<file path="src/rtl/preempt_irq_ctrl_pkg.sv">
`default_nettype none
// ============================================================================
// Package : preempt_pkg
// Purpose : Shared constants for the preemption / interrupt controller:
//           default opcodes, switch cause codes and FSM state encoding.
// Ports   : none (package)
// Rev     : 1.0  initial release
// ============================================================================
package preempt_pkg;

  // Default opcode encodings (6-bit opcode field)
  localparam logic [5:0] PKG_OP_PRE_ON  = 6'b100100;
  localparam logic [5:0] PKG_OP_PRE_OFF = 6'b100101;
  localparam logic [5:0] PKG_OP_SYSCALL = 6'b011001;
  localparam logic [5:0] PKG_OP_IN      = 6'b010110;
  localparam logic [5:0] PKG_OP_OUT     = 6'b010111;

  // Context-switch cause codes
  localparam logic [1:0] CAUSE_NONE    = 2'b00;
  localparam logic [1:0] CAUSE_QUANTUM = 2'b01;
  localparam logic [1:0] CAUSE_IRQ     = 2'b10;
  localparam logic [1:0] CAUSE_SYSCALL = 2'b11;

  // Controller states
  typedef enum logic [1:0] {
    ST_IDLE   = 2'd0,
    ST_RUN    = 2'd1,
    ST_SAVE   = 2'd2,
    ST_SWITCH = 2'd3
  } state_t;

endpackage : preempt_pkg
`default_nettype wire

</file>
<file path="src/rtl/preempt_irq_ctrl_prio_enc.sv">
`default_nettype none
// ============================================================================
// Module  : irq_prio_enc
// Purpose : Fixed-priority encoder over unmasked pending interrupt lines.
//           The lowest-index active line wins. Purely combinational.
// Ports   : pending [N_IRQ] in  - latched pending bits
//           mask    [N_IRQ] in  - 1 = line masked
//           any           out - at least one unmasked line pending
//           idx     [IW]  out - index of the winning line (0 when none)
// Rev     : 1.0  initial release
// ============================================================================
module irq_prio_enc
  import preempt_pkg::*;
#(
  parameter int N_IRQ = 4,
  parameter int IW    = (N_IRQ > 1) ? $clog2(N_IRQ) : 1
)(
  input  logic [N_IRQ-1:0] pending,
  input  logic [N_IRQ-1:0] mask,
  output logic             any,
  output logic [IW-1:0]    idx
);

  logic [N_IRQ-1:0] w_req;

  assign w_req = pending & ~mask;

  // Scan from the top down so the lowest active index is the last write.
  always_comb begin
    any = 1'b0;
    idx = '0;
    for (int i = N_IRQ - 1; i >= 0; i--) begin
      if (w_req[i]) begin
        any = 1'b1;
        idx = IW'(i);
      end
    end
  end

endmodule : irq_prio_enc
`default_nettype wire

</file>
<file path="src/rtl/preempt_irq_ctrl.sv">
`default_nettype none
// ============================================================================
// Module  : preempt_irq_ctrl
// Purpose : Preemption quantum timer plus maskable interrupt arbiter. Issues a
//           save_pc -> ctx_switch pulse pair with a cause code to the PC /
//           register-bank datapath.
// Ports   : clock, reset (async, active-high)
//           inst[OPW]          opcode of current instruction
//           io_in, io_out      I/O request strobes; controlIO = device not ready
//           quantum_load/val   load a new (nonzero) quantum
//           irq_req/irq_mask   level requests and per-line masks
//           controlPC[2]       10 I/O stall, 01 switch vector, 00 sequential
//           preempt_en         preemption enabled
//           save_pc/ctx_switch one-cycle pulses
//           cause[2], irq_id   valid with ctx_switch
//           irq_pending[N_IRQ] sticky pending bits
// Rev     : 1.0  initial release
// ============================================================================
module preempt_irq_ctrl
  import preempt_pkg::*;
#(
  parameter int              OPW         = 6,
  parameter int              QW          = 8,
  parameter int              QUANTUM_RST = 80,
  parameter int              N_IRQ       = 4,
  parameter logic [OPW-1:0]  OP_PRE_ON   = OPW'(PKG_OP_PRE_ON),
  parameter logic [OPW-1:0]  OP_PRE_OFF  = OPW'(PKG_OP_PRE_OFF),
  parameter logic [OPW-1:0]  OP_SYSCALL  = OPW'(PKG_OP_SYSCALL),
  parameter logic [OPW-1:0]  OP_IN       = OPW'(PKG_OP_IN),
  parameter logic [OPW-1:0]  OP_OUT      = OPW'(PKG_OP_OUT),
  localparam int             IW          = (N_IRQ > 1) ? $clog2(N_IRQ) : 1
)(
  input  logic             clock,
  input  logic             reset,
  input  logic [OPW-1:0]   inst,
  input  logic             io_in,
  input  logic             io_out,
  input  logic             controlIO,
  input  logic             quantum_load,
  input  logic [QW-1:0]    quantum_val,
  input  logic [N_IRQ-1:0] irq_req,
  input  logic [N_IRQ-1:0] irq_mask,
  output logic [1:0]       controlPC,
  output logic             preempt_en,
  output logic             save_pc,
  output logic             ctx_switch,
  output logic [1:0]       cause,
  output logic [IW-1:0]    irq_id,
  output logic [N_IRQ-1:0] irq_pending
);

  state_t           state;
  logic [QW-1:0]    count;
  logic [QW-1:0]    quantum;
  logic [1:0]       hold_cause;   // cause carried from SAVE into SWITCH
  logic [N_IRQ-1:0] clr;
  logic [N_IRQ-1:0] pending_next;
  logic             irq_any;
  logic [IW-1:0]    irq_idx;
  logic             is_syscall;
  logic             is_pre_on;
  logic             is_pre_off;
  logic             eligible;
  logic             expire;

  irq_prio_enc #(
    .N_IRQ (N_IRQ),
    .IW    (IW)
  ) u_prio_enc (
    .pending (irq_pending),
    .mask    (irq_mask),
    .any     (irq_any),
    .idx     (irq_idx)
  );

  assign is_syscall = (inst == OP_SYSCALL);
  assign is_pre_on  = (inst == OP_PRE_ON);
  assign is_pre_off = (inst == OP_PRE_OFF);
  // I/O instructions do not consume quantum
  assign eligible   = (inst != OP_IN) && (inst != OP_OUT);
  // quantum is never zero, so quantum-1 cannot underflow; >= keeps count bounded
  assign expire     = (count >= (quantum - QW'(1)));

  assign controlPC = ((io_in | io_out) & controlIO) ? 2'b10 :
                     (state == ST_SWITCH)           ? 2'b01 : 2'b00;

  // The serviced line is cleared during SWITCH; a request arriving in that
  // same cycle is OR-ed back in afterwards so it is not lost.
  always_comb begin
    clr = '0;
    if ((state == ST_SWITCH) && (hold_cause == CAUSE_IRQ)) begin
      clr = N_IRQ'(1) << irq_id;
    end
    pending_next = (irq_pending & ~clr) | (irq_req & ~irq_mask);
  end

  always_ff @(posedge clock or posedge reset) begin
    if (reset) begin
      state       <= ST_IDLE;
      count       <= '0;
      quantum     <= QW'(QUANTUM_RST);
      hold_cause  <= CAUSE_NONE;
      irq_pending <= '0;
      preempt_en  <= 1'b0;
      save_pc     <= 1'b0;
      ctx_switch  <= 1'b0;
      cause       <= CAUSE_NONE;
      irq_id      <= '0;
    end else begin
      save_pc     <= 1'b0;
      ctx_switch  <= 1'b0;
      cause       <= CAUSE_NONE;
      irq_pending <= pending_next;

      if (quantum_load && (quantum_val != '0)) begin
        quantum <= quantum_val;
      end

      if (is_syscall) begin
        state      <= ST_SWITCH;
        ctx_switch <= 1'b1;
        cause      <= CAUSE_SYSCALL;
        hold_cause <= CAUSE_SYSCALL;
        count      <= '0;
        preempt_en <= 1'b0;
      end else begin
        case (state)
          ST_IDLE: begin
            count <= '0;
            if (is_pre_on) begin
              preempt_en <= 1'b1;
            end
            if (irq_any) begin
              state      <= ST_SAVE;
              save_pc    <= 1'b1;
              hold_cause <= CAUSE_IRQ;
              irq_id     <= irq_idx;
            end else if (is_pre_on) begin
              state <= ST_RUN;
            end
          end

          ST_RUN: begin
            if (is_pre_off) begin
              state      <= ST_IDLE;
              preempt_en <= 1'b0;
              count      <= '0;
            end else if (irq_any) begin
              state      <= ST_SAVE;
              save_pc    <= 1'b1;
              hold_cause <= CAUSE_IRQ;
              irq_id     <= irq_idx;
              count      <= '0;
            end else if (eligible) begin
              if (expire) begin
                state      <= ST_SAVE;
                save_pc    <= 1'b1;
                hold_cause <= CAUSE_QUANTUM;
                count      <= '0;
              end else begin
                count <= count + QW'(1);
              end
            end
          end

          ST_SAVE: begin
            state      <= ST_SWITCH;
            ctx_switch <= 1'b1;
            cause      <= hold_cause;
          end

          ST_SWITCH: begin
            state <= preempt_en ? ST_RUN : ST_IDLE;
          end

          default: state <= ST_IDLE;
        endcase
      end
    end
  end

endmodule : preempt_irq_ctrl
`default_nettype wire

</file>
<file path="config.mk">
export PLATFORM = sky130hd
export DESIGN_NAME = preempt_irq_ctrl
export DESIGN_NICKNAME = d
export VERILOG_FILES = /design/src/rtl/preempt_irq_ctrl_pkg.sv /design/src/rtl/preempt_irq_ctrl_prio_enc.sv /design/src/rtl/preempt_irq_ctrl.sv
export SDC_FILE = /design/constraint.sdc
export NUM_CORES = 1
export LEC_CHECK = 0
export BUFFER_PORTS_ARGS = -buffer_cell sky130_fd_sc_hd__buf_2
export CORE_MARGIN = 2
export CORE_UTILIZATION = 30
export DETAILED_ROUTE_END_ITERATION = 8
export GPL_TIMING_DRIVEN = 0
export PLACE_DENSITY_LB_ADDON = 0.05
export REMOVE_ABC_BUFFERS = 1
export SLEW_MARGIN = 40
export SYNTH_ARGS = -nofsm -noshare
export SYNTH_HDL_FRONTEND = slang
export SYNTH_HIERARCHICAL = 1
export SYNTH_SLANG_ARGS = --single-unit
export TNS_END_PERCENT = 100
</file>
<file path="constraint.sdc">
create_clock -name clock -period 2.7 [get_ports clock]
set_input_delay 0.27 -clock clock [delete_from_list [all_inputs] [get_ports clock]]
set_output_delay 0.27 -clock clock [all_outputs]
set_load 0.05 [all_outputs]
</file>
==> results of run 1 <==
flip-flops by register name, summed over array words and instances, names as in the netlist:
signal and flops:
state 2, cause 2, hold_cause 2, count 8, irq_id 2, save_pc 1
quantum 8, ctx_switch 1, preempt_en 1, irq_pending 4
power breakdown:
group	internal [uW]	switching (uW)	total, uW
registers	556	117	673
logic	276	512	788
clock network	233	173	406
per-stage QoR:
stage | setup WS, ps | power [uW] | instances
after global placement | 198.9 | 1483 | 343
after floorplan | 423.6 | 1276 | 223
after detailed placement | 202.6 | 1481 | 343
after CTS | 187.2 | 1891 | 351
final | 231.2 | 1867 | 351
after global routing | 47.30 | 2011 | 351
cell families (layout without fill, tap and decap cells):
kind of cell | Yosys count | after routing
adders and majority gates | 10 | 10
muxes | 3 | 3
xor gates and xnor gates | 9 | 9
AOI/OAI and AO/OA | 50 | 50
DFF | 31 | 31
and+or+nand+nor | 109 | 109
buffers and inverters | 17 | 59
path summary, 6_finish.rpt:
check / from / to / slack (ps) / cells after the start
max in group asynchronous: reset / irq_pending[0]$_DFF_PP0_ / 2180 / 2
min in group clock: quantum_val[4] / quantum[4]$_DFFE_PP1P_ / 190 / 3
max reg2reg: quantum[0]$_DFFE_PP0P_ / state[1]$_DFFE_PP0P_ / 230 / 7
max: quantum[0]$_DFFE_PP0P_ / state[1]$_DFFE_PP0P_ / 230 / 7
min reg2reg: quantum[6]$_DFFE_PP1P_ / quantum[6]$_DFFE_PP1P_ / 470 / 2
min: reset / quantum[7]$_DFFE_PP0P_ / 90 / 2
critical path, delay by kind of cell, from the launching register on:
kind | cells | cell delay [ps]
and+or+nand+nor | 2 | 840
adders and majority gates | 2 | 610
DFF | 1 | 420
AOI/OAI and AO/OA | 2 | 390
buffers and inverters | 1 | 90
layout by cell type (no fill, tap or decap), types with 4 or more instances in the layout:
cell      count
buf_2        40
nor2_1        9
xor2_1        4
ha_1         10
dfrtp_1      29
o21ai_0      11
o21ai_1       6
or2_2         4
nand2b_1      4
inv_1        10
nand3_1       6
a21oi_1       6
nand2_1      53
xnor2_1       5
clkbuf_8      7
o31ai_1       4
per-layer routing:
metal | up-vias | wire, um | global-route usage [%] | share of wire [%]
li1 | 890 | - | - | -
met1 | 779 | 2309 | 18.67 | 52
met2 | 36 | 1896 | 19.09 | 43
met3 | 5 | 176 | 3.429 | 4.0
met4 | 0 | 53 | 3.835 | 1.2
met5 | - | 0 | 0 | 0
final cells by class:
class / instances / area, um2 / share of cell area (%)
inverter: 11 / 41.29 / 1.717
tap: 80 / 100.1 / 4.162
clock buffer: 8 / 100.1 / 4.162
multi-input combinational: 181 / 1185 / 49.27
sequential: 31 / 778.2 / 32.36
timing repair buffer: 40 / 200.2 / 8.325
==> out/metrics.cfg, run 1 <==
[critical_path]
startpoint_type = flop
crit_path_frequent_cell = ha_1
worstPathCellList = inv_1, ha_1, ha_1, a2111oi_4, a2111oi_2, or4_4, and3_1
path_max_fanout = 10
arrival_ps = 2640
cpPeakStageDelay_ps = 650
crit_slowest_cell = or4_4
worstSetupPathType = reg2reg
end_kind = flop
worstPathRequired_ps = 2870

[yosys]
synthCells = 229
synth_compound_area_share_pct = 17.40
synth_top_area_share_pct = 35.54
synth-warning-count = 6
ys_top_cells_by_area = dfrtp_1 (36%), nand2_1 (9.7%), ha_1 (6.1%), o21ai_0 (2.7%), dfstp_2 (2.6%)
synth-simple-area-share_pct = 29.04
yosysTopAreaCell = dfrtp_1
synth.cell_area_um2 = 2042
yosysSeqAreaShare_pct = 38.11
synth_top_family_by_area = simple AND/OR/NAND/NOR gates
ys_types = 55
async_flop_share_pct = 100.0
synth_edf_count = 0
synth_fa_ha_area_share_pct = 6.127
synth_common_cells = nand2_1 (53), dfrtp_1 (29), inv_1 (11), o21ai_0 (11), ha_1 (10)
synth_ff_type = dfrtp_1
synth.most_common_cell = nand2_1
muxShareOfSynthArea_pct = 1.593
syn_area_per_cell_um2 = 8.917
synth_xor_area_share_pct = 3.860
yosys_register_bits = 31

[detailed_routing]
wirelength_um = 4435
vias = 1710
drtAntennaViolNets = 0
first_iter_violations = 42
drc = 0
wl_per_cell_um = 12.64
viasPerCell = 4.872
firstDrtPassIters = 4

[finish]
synthToLayoutAreaGrowth_pct = 17.77
num-fill-cells = 729
antenna_cells = 0
final_core_util_pct = 35.99
post-route-cell-area_um2 = 2405
nets = 308
drive_gt1_share_pct = 27.31

[clocking]
clk_pin_slew_ps = 70
post_cts_buffers = 0
cts_made_buffers = 5
cts_hold_buf = 0
cts_sinks = 31
cts_root_buf = clkbuf_8
cts_resized = 0
clockBufferDepth = 2
worstSkewPairLatency_ps = 280
cts_htree_levels = 2
cts_tree = built

[sta]
grt_setup_unrepaired = false
tns_ps = 0
post-route-min-period_ps = 2469
max_freq_mhz = 405.1
drv_slew = 0
fin_crit_sh_pct = 91.44
relSlewSlack_pct = 54.48
worst-slew-pin-transition_ps = 681.8
timing.hold.ws_ps = 86.70
fin_skew_ps = 5.990
finalSetupViolCount = 0
hold_viol = 0

[floorplan]
core_um2 = 6681
rows = 30
die_h_um = 86.50
start_util_pct = 30.56
dieArea_um2 = 7482
ios = 41
die_w_um = 86.50

[grt]
grt_max_degree = 32
grt_pass1_wl_um = 7541
antenna_found_initial = 0
grt_overflow = 0
grt_pass1_vias = 1581
grt_use_total_pct = 12.99

[power]
pwr_density_cell_nw_per_um2 = 776.4
irDropWorstVdd_uv = 366.6
cellLeakagePower_uw = 0.001098

[run]
cap_violations = 0

[placement]
hpwl_um = 3330
place_congestion = 0.6592
post_dp_cell_area_um2 = 2305
portBuffers = 40

[run_status]
status = completed

[hold_path]
hold_path_class = in2async

Note: power is estimated with default switching activity, not from simulation.
==> run 2, diff against run 1 <==
--- a/config.mk
+++ b/config.mk
@@ -5,11 +5,13 @@
 export SDC_FILE = /design/constraint.sdc
 export NUM_CORES = 1
 export LEC_CHECK = 0
+export ABC_AREA = 1
 export BUFFER_PORTS_ARGS = -buffer_cell sky130_fd_sc_hd__buf_2
 export CORE_MARGIN = 2
 export CORE_UTILIZATION = 30
 export DETAILED_ROUTE_END_ITERATION = 8
 export GPL_TIMING_DRIVEN = 0
+export MAX_ROUTING_LAYER = met4
 export PLACE_DENSITY_LB_ADDON = 0.05
 export REMOVE_ABC_BUFFERS = 1
 export SLEW_MARGIN = 40
==> run 2 against run 1 <==
Net effect:
- the run now ends with DRC left
- maximum frequency is 5.8% higher
- sequential power is 2% lower
- clock skew is 2.0 ps lower
- synthesized cell count is 20% higher
- core utilization is 1.1 points higher
- non-clock buffer count stayed put
- combinational power is 14% higher
- first-iteration DRC count is 9.5% higher
==> out/metrics.cfg, run 2 <==
[run_status]
status = finished with violations
violations = DRC

[yosys]
syn_area_per_cell_um2 = 7.312  ; -18%
yosysSeqAreaShare_pct = 38.71  ; +0.59 points
synth.most_common_cell = nand2_1
yosys_register_bits = 31  ; unchanged
synth_ff_type = dfrtp_1
ys_top_cells_by_area = dfrtp_1 (36%), nand2_1 (12%), inv_1 (9.9%), ha_1 (6.2%), nor2_1 (6.2%)
synth.cell_area_um2 = 2011  ; -1.5%
yosysTopAreaCell = dfrtp_1
synth_common_cells = nand2_1 (65), inv_1 (53), nor2_1 (33)
synth_xor_area_share_pct = 2.614  ; -1.2 points
synth_compound_area_share_pct = 11.33  ; -6.1 points
synth_top_family_by_area = simple AND/OR/NAND/NOR gates
synth-simple-area-share_pct = 29.62  ; +0.58 points
muxShareOfSynthArea_pct = 0.5600  ; -1.0 points
synth-warning-count = 6  ; unchanged
synth_top_area_share_pct = 36.09  ; +0.55 points
async_flop_share_pct = 100.0  ; unchanged
synthCells = 275  ; +20%
synth_fa_ha_area_share_pct = 6.223  ; +0.095 points
ys_types = 30  ; -45%
synth_edf_count = 0  ; unchanged

[floorplan]
die_w_um = 85.87  ; -0.73%
ios = 41  ; unchanged
rows = 29  ; -3.3%
dieArea_um2 = 7373  ; -1.5%
start_util_pct = 31.31  ; +0.75 points
core_um2 = 6422  ; -3.9%
die_h_um = 85.87  ; -0.73%

[sta]
grt_setup_unrepaired = false
drv_slew = 0  ; unchanged
fin_crit_sh_pct = 86.45  ; -5.0 points
worst-slew-pin-transition_ps = 670.5  ; -11.24 ps
relSlewSlack_pct = 55.23  ; +0.75 points
fin_skew_ps = 4.017  ; -1.974 ps
finalSetupViolCount = 0  ; unchanged
tns_ps = 0  ; unchanged
post-route-min-period_ps = 2334  ; -134.6 ps
hold_viol = 0  ; unchanged
max_freq_mhz = 428.4  ; +5.8%
fin_ws_ps = 365.8  ; +134.6 ps

[finish]
synthToLayoutAreaGrowth_pct = 18.48
drive_gt1_share_pct = 21.56  ; -5.7 points
nets = 358  ; +16%
mostFrequentLayoutCells = nand2_1 (65), inv_1 (52), buf_2 (40)
antenna_cells = 0  ; unchanged
mostFrequentLayoutCell = nand2_1
largestRegisters = count (8), quantum (8), irq_pending (4)

[hold_path]
hold_path_class = in2async

[detailed_routing]
wl_met3_um = 131  ; -26%
maxUsedRoutingLayer = met4
drc = 2  ; +2
viasPerCell = 4.403  ; -9.6%
drt-met1-wl_um = 2096  ; -9.2%
wl_per_cell_um = 10.90  ; -14%
firstDrtPassIters = 6  ; +2
drtAntennaViolNets = 0  ; unchanged
wirelength_um = 4328  ; -2.4%
first_iter_violations = 46  ; +9.5%
vias = 1748  ; +2.2%
wl_met2_um = 2050  ; +8.1%

[clocking]
cts_made_buffers = 5  ; unchanged
cts_tree = built
cts_hold_buf = 0  ; unchanged
cts_htree_levels = 2  ; unchanged
post_cts_buffers = 0  ; unchanged
worstSkewPairLatency_ps = 280  ; about the same
cts_root_buf = clkbuf_8
cts_sinks = 31  ; unchanged
cts_resized = 0  ; unchanged
clockBufferDepth = 2  ; unchanged
clk_pin_slew_ps = 70  ; about the same

[critical_path]
worstPathCellList = inv_1, ha_1, nand2_1, nor3_1, xor2_1, inv_1, ha_1, nand2_1, o21a_1, nand2_1, nand2_1, nand2_1, nand2_1, nand2_1, nand2_1
path_max_fanout = 4  ; -6
end_kind = flop
crit_path_frequent_cell = nand2_1
cpPeakStageDelay_ps = 370  ; -280 ps
crit_slowest_cell = dfrtp_1
arrival_ps = 2500  ; -140 ps
cpLargestDelayFamily = simple AND/OR/NAND/NOR gates
startpoint_type = flop
worstSetupPathType = reg2reg
worstPathRequired_ps = 2870  ; about the same
worst-path-buf-inv = 2  ; +1

[run]
cap_violations = 0  ; unchanged

[placement]
place_congestion = 0.7206  ; +9.3%
portBuffers = 40  ; unchanged
dp_slack_ps = 348.0  ; +145.4 ps
hpwl_um = 3438  ; +3.3%

[power]
p_sw_uw = 909.6  ; +13%
pwr-share-clk_pct = 19.2  ; -2.5 points
irDropWorstVdd_uv = 418.7  ; +14%
power_frac_seq_pct = 34.2  ; -1.9 points
p_comb_share_pct = 46.6  ; +4.4 points
p_sw_share_pct = 47.01  ; +4.0 points
intPower_uw = 1025  ; -3.7%
pwr_density_cell_nw_per_um2 = 812.3  ; +4.6%
cellLeakagePower_uw = 0.001297  ; +18%

[grt]
grt_overflow = 0  ; unchanged
grt_pass1_wl_um = 7424  ; -1.6%
grt_max_degree = 32  ; unchanged
antenna_found_initial = 0  ; unchanged
grt_use_total_pct = 13.22  ; +0.23 points
grt_pass1_vias = 1614  ; +2.1%

-- run 2: stage by stage --
| stage | instances | power [uW] | hold WS [ps] | instance area (um2) | utilization [%] |
|---|---|---|---|---|---|
| final | 397 | 1935 | 88.08 | 2382 | 37.09 |
| after global routing | 397 | 2105 | 151.2 | 2382 | 37.09 |
| after CTS | 397 | 1973 | 121.5 | 2382 | 37.09 |
| after detailed placement | 390 | 1583 | 429.6 | 2295 | 35.73 |
| after global placement | 390 | 1583 | 461.5 | 2291 | 35.67 |
| after floorplan | 273 | 1356 | 366.4 | 1994 | - |
-- run 2: routing by layer --
layer,track usage [%],vias up
met2,20.93,27
met1,16.79,770
li1,-,946
met5,-,-
met3,2.887,5
met4,4.329,0
-- run 2: cell families (layout without fill, tap and decap cells) --
group / after synthesis / in the layout
DFF: 31 / 31
buffers and inverters: 56 / 101
muxes: 1 / 1
AOI/OAI and AO/OA: 39 / 39
adders and majority gates: 10 / 10
and+or+nand+nor: 132 / 132
xor gates and xnor gates: 6 / 6
-- run 2: path summary, 6_finish.rpt --
check                                               start                         to  slack (ps)  cells past startpoint
worst max-delay path               quantum[0]$_DFFE_PP0P_  hold_cause[1]$_DFFE_PP0P_         370                     15
max in group asynchronous                           reset          save_pc$_DFF_PP0_        2180                      2
worst min register to register  hold_cause[1]$_DFFE_PP0P_  hold_cause[1]$_DFFE_PP0P_         480                      2
min in group clock                            irq_mask[1]   irq_pending[1]$_DFF_PP0_         180                      2
worst min-delay path                                reset   irq_pending[0]$_DFF_PP0_          90                      2
worst max register to register     quantum[0]$_DFFE_PP0P_  hold_cause[1]$_DFFE_PP0P_         370                     15
-- run 2: area by class of cell --
cell class | count | area (um2)
clock inverter | 1 | 5.005
multi-input combinational | 188 | 1016
sequential | 31 | 778.2
fill | 685 | 4040
timing repair buffer | 40 | 200.2
clock buffer | 6 | 82.58
inverter | 54 | 203.9
tap | 77 | 96.34
-- run 2: power by group through the flow --
stage	registers [uW]	logic (uW)	clock network [uW]
after detailed placement	672	911	0
after global routing	682	1010	411
after CTS	664	914	396
after global placement	672	911	0
final	661	901	372
after floorplan	911	444	0
-- run 2: worst reg2reg max path: stages, from the launching register on --
cell,delay (ps)
dfrtp_1,370
inv_1,130
ha_1,200
nand2_1,100
nor3_1,190
xor2_1,160
inv_1,60
ha_1,260
nand2_1,60
o21a_1,250
nand2_1,90
nand2_1,70
nand2_1,100
nand2_1,70
nand2_1,60
nand2_1,50
==> run 3, diff against run 2 <==
--- a/config.mk
+++ b/config.mk
@@ -13,6 +13,7 @@
 export GPL_TIMING_DRIVEN = 0
 export MAX_ROUTING_LAYER = met4
 export PLACE_DENSITY_LB_ADDON = 0.05
+export RECOVER_POWER = 50
 export REMOVE_ABC_BUFFERS = 1
 export SLEW_MARGIN = 40
 export SYNTH_ARGS = -nofsm -noshare
==> run 3 against run 2 <==
Net effect:
- the flow still finishes with violations (DRC)
- combinational power barely moved
- register-to-register slack barely moved
- worst setup slack barely moved
- maximum frequency barely moved
- clock skew did not move
- critical path type unchanged
- largest cell class unchanged
==> out/metrics.cfg, run 3 (synthesized netlist as in run 2, its figures left out) <==
[finish]
mostFrequentLayoutCells = nand2_1 (65), inv_1 (53), buf_2 (38)
nets = 358  ; unchanged
mostFrequentLayoutCell = nand2_1
drive_gt1_share_pct = 20.31  ; -1.3 points
largestRegisters = count (8), quantum (8), irq_pending (4)
synthToLayoutAreaGrowth_pct = 18.17
antenna_cells = 0  ; unchanged

[detailed_routing]
wirelength_um = 4331  ; about the same
drc = 2  ; unchanged
viasPerCell = 4.403  ; unchanged
firstDrtPassIters = 6  ; unchanged
vias = 1748  ; unchanged
drtAntennaViolNets = 0  ; unchanged
first_iter_violations = 56  ; +22%
wl_per_cell_um = 10.91  ; about the same

[critical_path]
end_kind = flop
worst-r2r-cell-count = 15  ; unchanged
r2r_start = quantum[0]$_DFFE_PP0P_
worstSetupPathType = reg2reg
arrival_ps = 2500  ; about the same
rrSetupSlack_ps = 370  ; about the same
r2r_end = hold_cause[1]$_DFFE_PP0P_
crit_path_frequent_cell = nand2_1
worstPathCellList = inv_1, ha_1, nand2_1, nor3_1, xor2_1, inv_1, ha_1, nand2_1, o21a_1, nand2_1, nand2_1, nand2_1, nand2_1, nand2_1, nand2_1
worstPathRequired_ps = 2870  ; about the same
crit_slowest_cell = dfrtp_1
path_max_fanout = 4  ; unchanged
startpoint_type = flop
cpPeakStageDelay_ps = 370  ; about the same

[sta]
fin_ws_ps = 365.8  ; -0.02600 ps
fin_skew_ps = 4.017  ; unchanged
finalSetupViolCount = 0  ; unchanged
worst-slew-pin-transition_ps = 1301  ; +630.8 ps
relSlewSlack_pct = 12.33  ; -43 points
drv_slew = 0  ; unchanged
max_freq_mhz = 428.4  ; about the same
post-route-min-period_ps = 2334  ; +0.02600 ps
fin_crit_sh_pct = 86.45  ; about the same
tns_ps = 0  ; unchanged
grt_setup_unrepaired = false
hold_viol = 0  ; unchanged

[floorplan]
core_um2 = 6422  ; unchanged
die_h_um = 85.87  ; unchanged
die_w_um = 85.87  ; unchanged
ios = 41  ; unchanged
start_util_pct = 31.31  ; unchanged
rows = 29  ; unchanged
dieArea_um2 = 7373  ; unchanged

[placement]
hpwl_um = 3438  ; unchanged
place_congestion = 0.7206  ; unchanged
dp_slack_ps = 348.0  ; unchanged
portBuffers = 40  ; unchanged

[clocking]
clk_pin_slew_ps = 70  ; about the same
cts_root_buf = clkbuf_8
cts_made_buffers = 5  ; unchanged
post_cts_buffers = 0  ; unchanged
worstSkewPairLatency_ps = 280  ; about the same
cts_hold_buf = 0  ; unchanged
clockBufferDepth = 2  ; unchanged
cts_resized = 0  ; unchanged
cts_sinks = 31  ; unchanged
cts_tree = built
cts_htree_levels = 2  ; unchanged

[run_status]
violations = DRC
status = finished with violations

[power]
cellLeakagePower_uw = 0.001289  ; -0.58%
irDropWorstVdd_uv = 418.7  ; about the same
pwr_density_cell_nw_per_um2 = 813.9  ; +0.20%

[grt]
grt_max_degree = 32  ; unchanged
grt_use_total_pct = 13.22  ; unchanged
grt_overflow = 0  ; unchanged
antenna_found_initial = 0  ; unchanged
grt_pass1_vias = 1614  ; unchanged
grt_pass1_wl_um = 7424  ; unchanged

[hold_path]
hold_path_depth = 2
hold_path_class = in2reg
min_from = irq_mask[1]
holdPathEnd = irq_pending[1]$_DFF_PP0_

[run]
cap_violations = 0  ; unchanged

-- run 3: power breakdown --
part | total, uW | switching, uW | internal, uW
Combinational | 900 | 653 | 247
Sequential | 662 | 83.6 | 578
Clock | 372 | 173 | 200
-- run 3: final cells by class --
| type | count | area (um2) |
|---|---|---|
| Timing Repair Buffer | 40 | 197.7 |
| Fill cell | 685 | 4046 |
| Multi-Input combinational cell | 188 | 1012 |
| Clock buffer | 6 | 82.58 |
| Clock inverter | 1 | 5.005 |
| Inverter | 54 | 203.9 |
| Tap cell | 77 | 96.34 |
| Sequential cell | 31 | 778.2 |
-- run 3: how the worst max path moves through the flow --
| stage | start | slack, ps | to | cells past startpoint |
|---|---|---|---|---|
| 2_1_floorplan | quantum[0]$_DFFE_PP0P_ | 610 | hold_cause[0]$_DFFE_PP0P_ | 15 |
| 3_3_place_gp | quantum[0]$_DFFE_PP0P_ | 350 | hold_cause[1]$_DFFE_PP0P_ | 15 |
| 3_5_place_dp | quantum[0]$_DFFE_PP0P_ | 350 | hold_cause[1]$_DFFE_PP0P_ | 15 |
| 4_1_cts | quantum[0]$_DFFE_PP0P_ | 330 | hold_cause[1]$_DFFE_PP0P_ | 15 |
| 5_1_grt | quantum[0]$_DFFE_PP0P_ | 130 | hold_cause[1]$_DFFE_PP0P_ | 15 |
| 6_report | quantum[0]$_DFFE_PP0P_ | 370 | hold_cause[1]$_DFFE_PP0P_ | 15 |
-- run 3: per-stage QoR --
step / instance area [um2] / hold WS [ps] / util [%] / total power, uW / instances
after floorplan: 1994 / 366.4 / - / 1356 / 273
after detailed placement: 2295 / 429.6 / 35.73 / 1583 / 390
final: 2376 / 180.1 / 37.00 / 1934 / 397
after global placement: 2291 / 461.5 / 35.67 / 1583 / 390
after global routing: 2376 / 195.8 / 37.00 / 2103 / 397
after CTS: 2382 / 121.5 / 37.09 / 1973 / 397
-- run 3: metal layers --
layer / global-route usage (%) / routed length (um) / vias up
met2: 20.93 / 2051 / 27
met1: 16.79 / 2099 / 770
met4: 4.329 / 50 / 0
met3: 2.887 / 130 / 5
li1: - / - / 946
met5: - / 0 / -
-- run 3: worst max-delay path, delay by kind of cell, from the launching register on --
| kind | cells | cell delay, ps |
|---|---|---|
| AOI/OAI and AO/OA | 1 | 250 |
| adders and majority gates | 2 | 460 |
| xor gates and xnor gates | 1 | 160 |
| and+or+nand+nor | 9 | 790 |
| DFF | 1 | 370 |
| buffers and inverters | 2 | 190 |
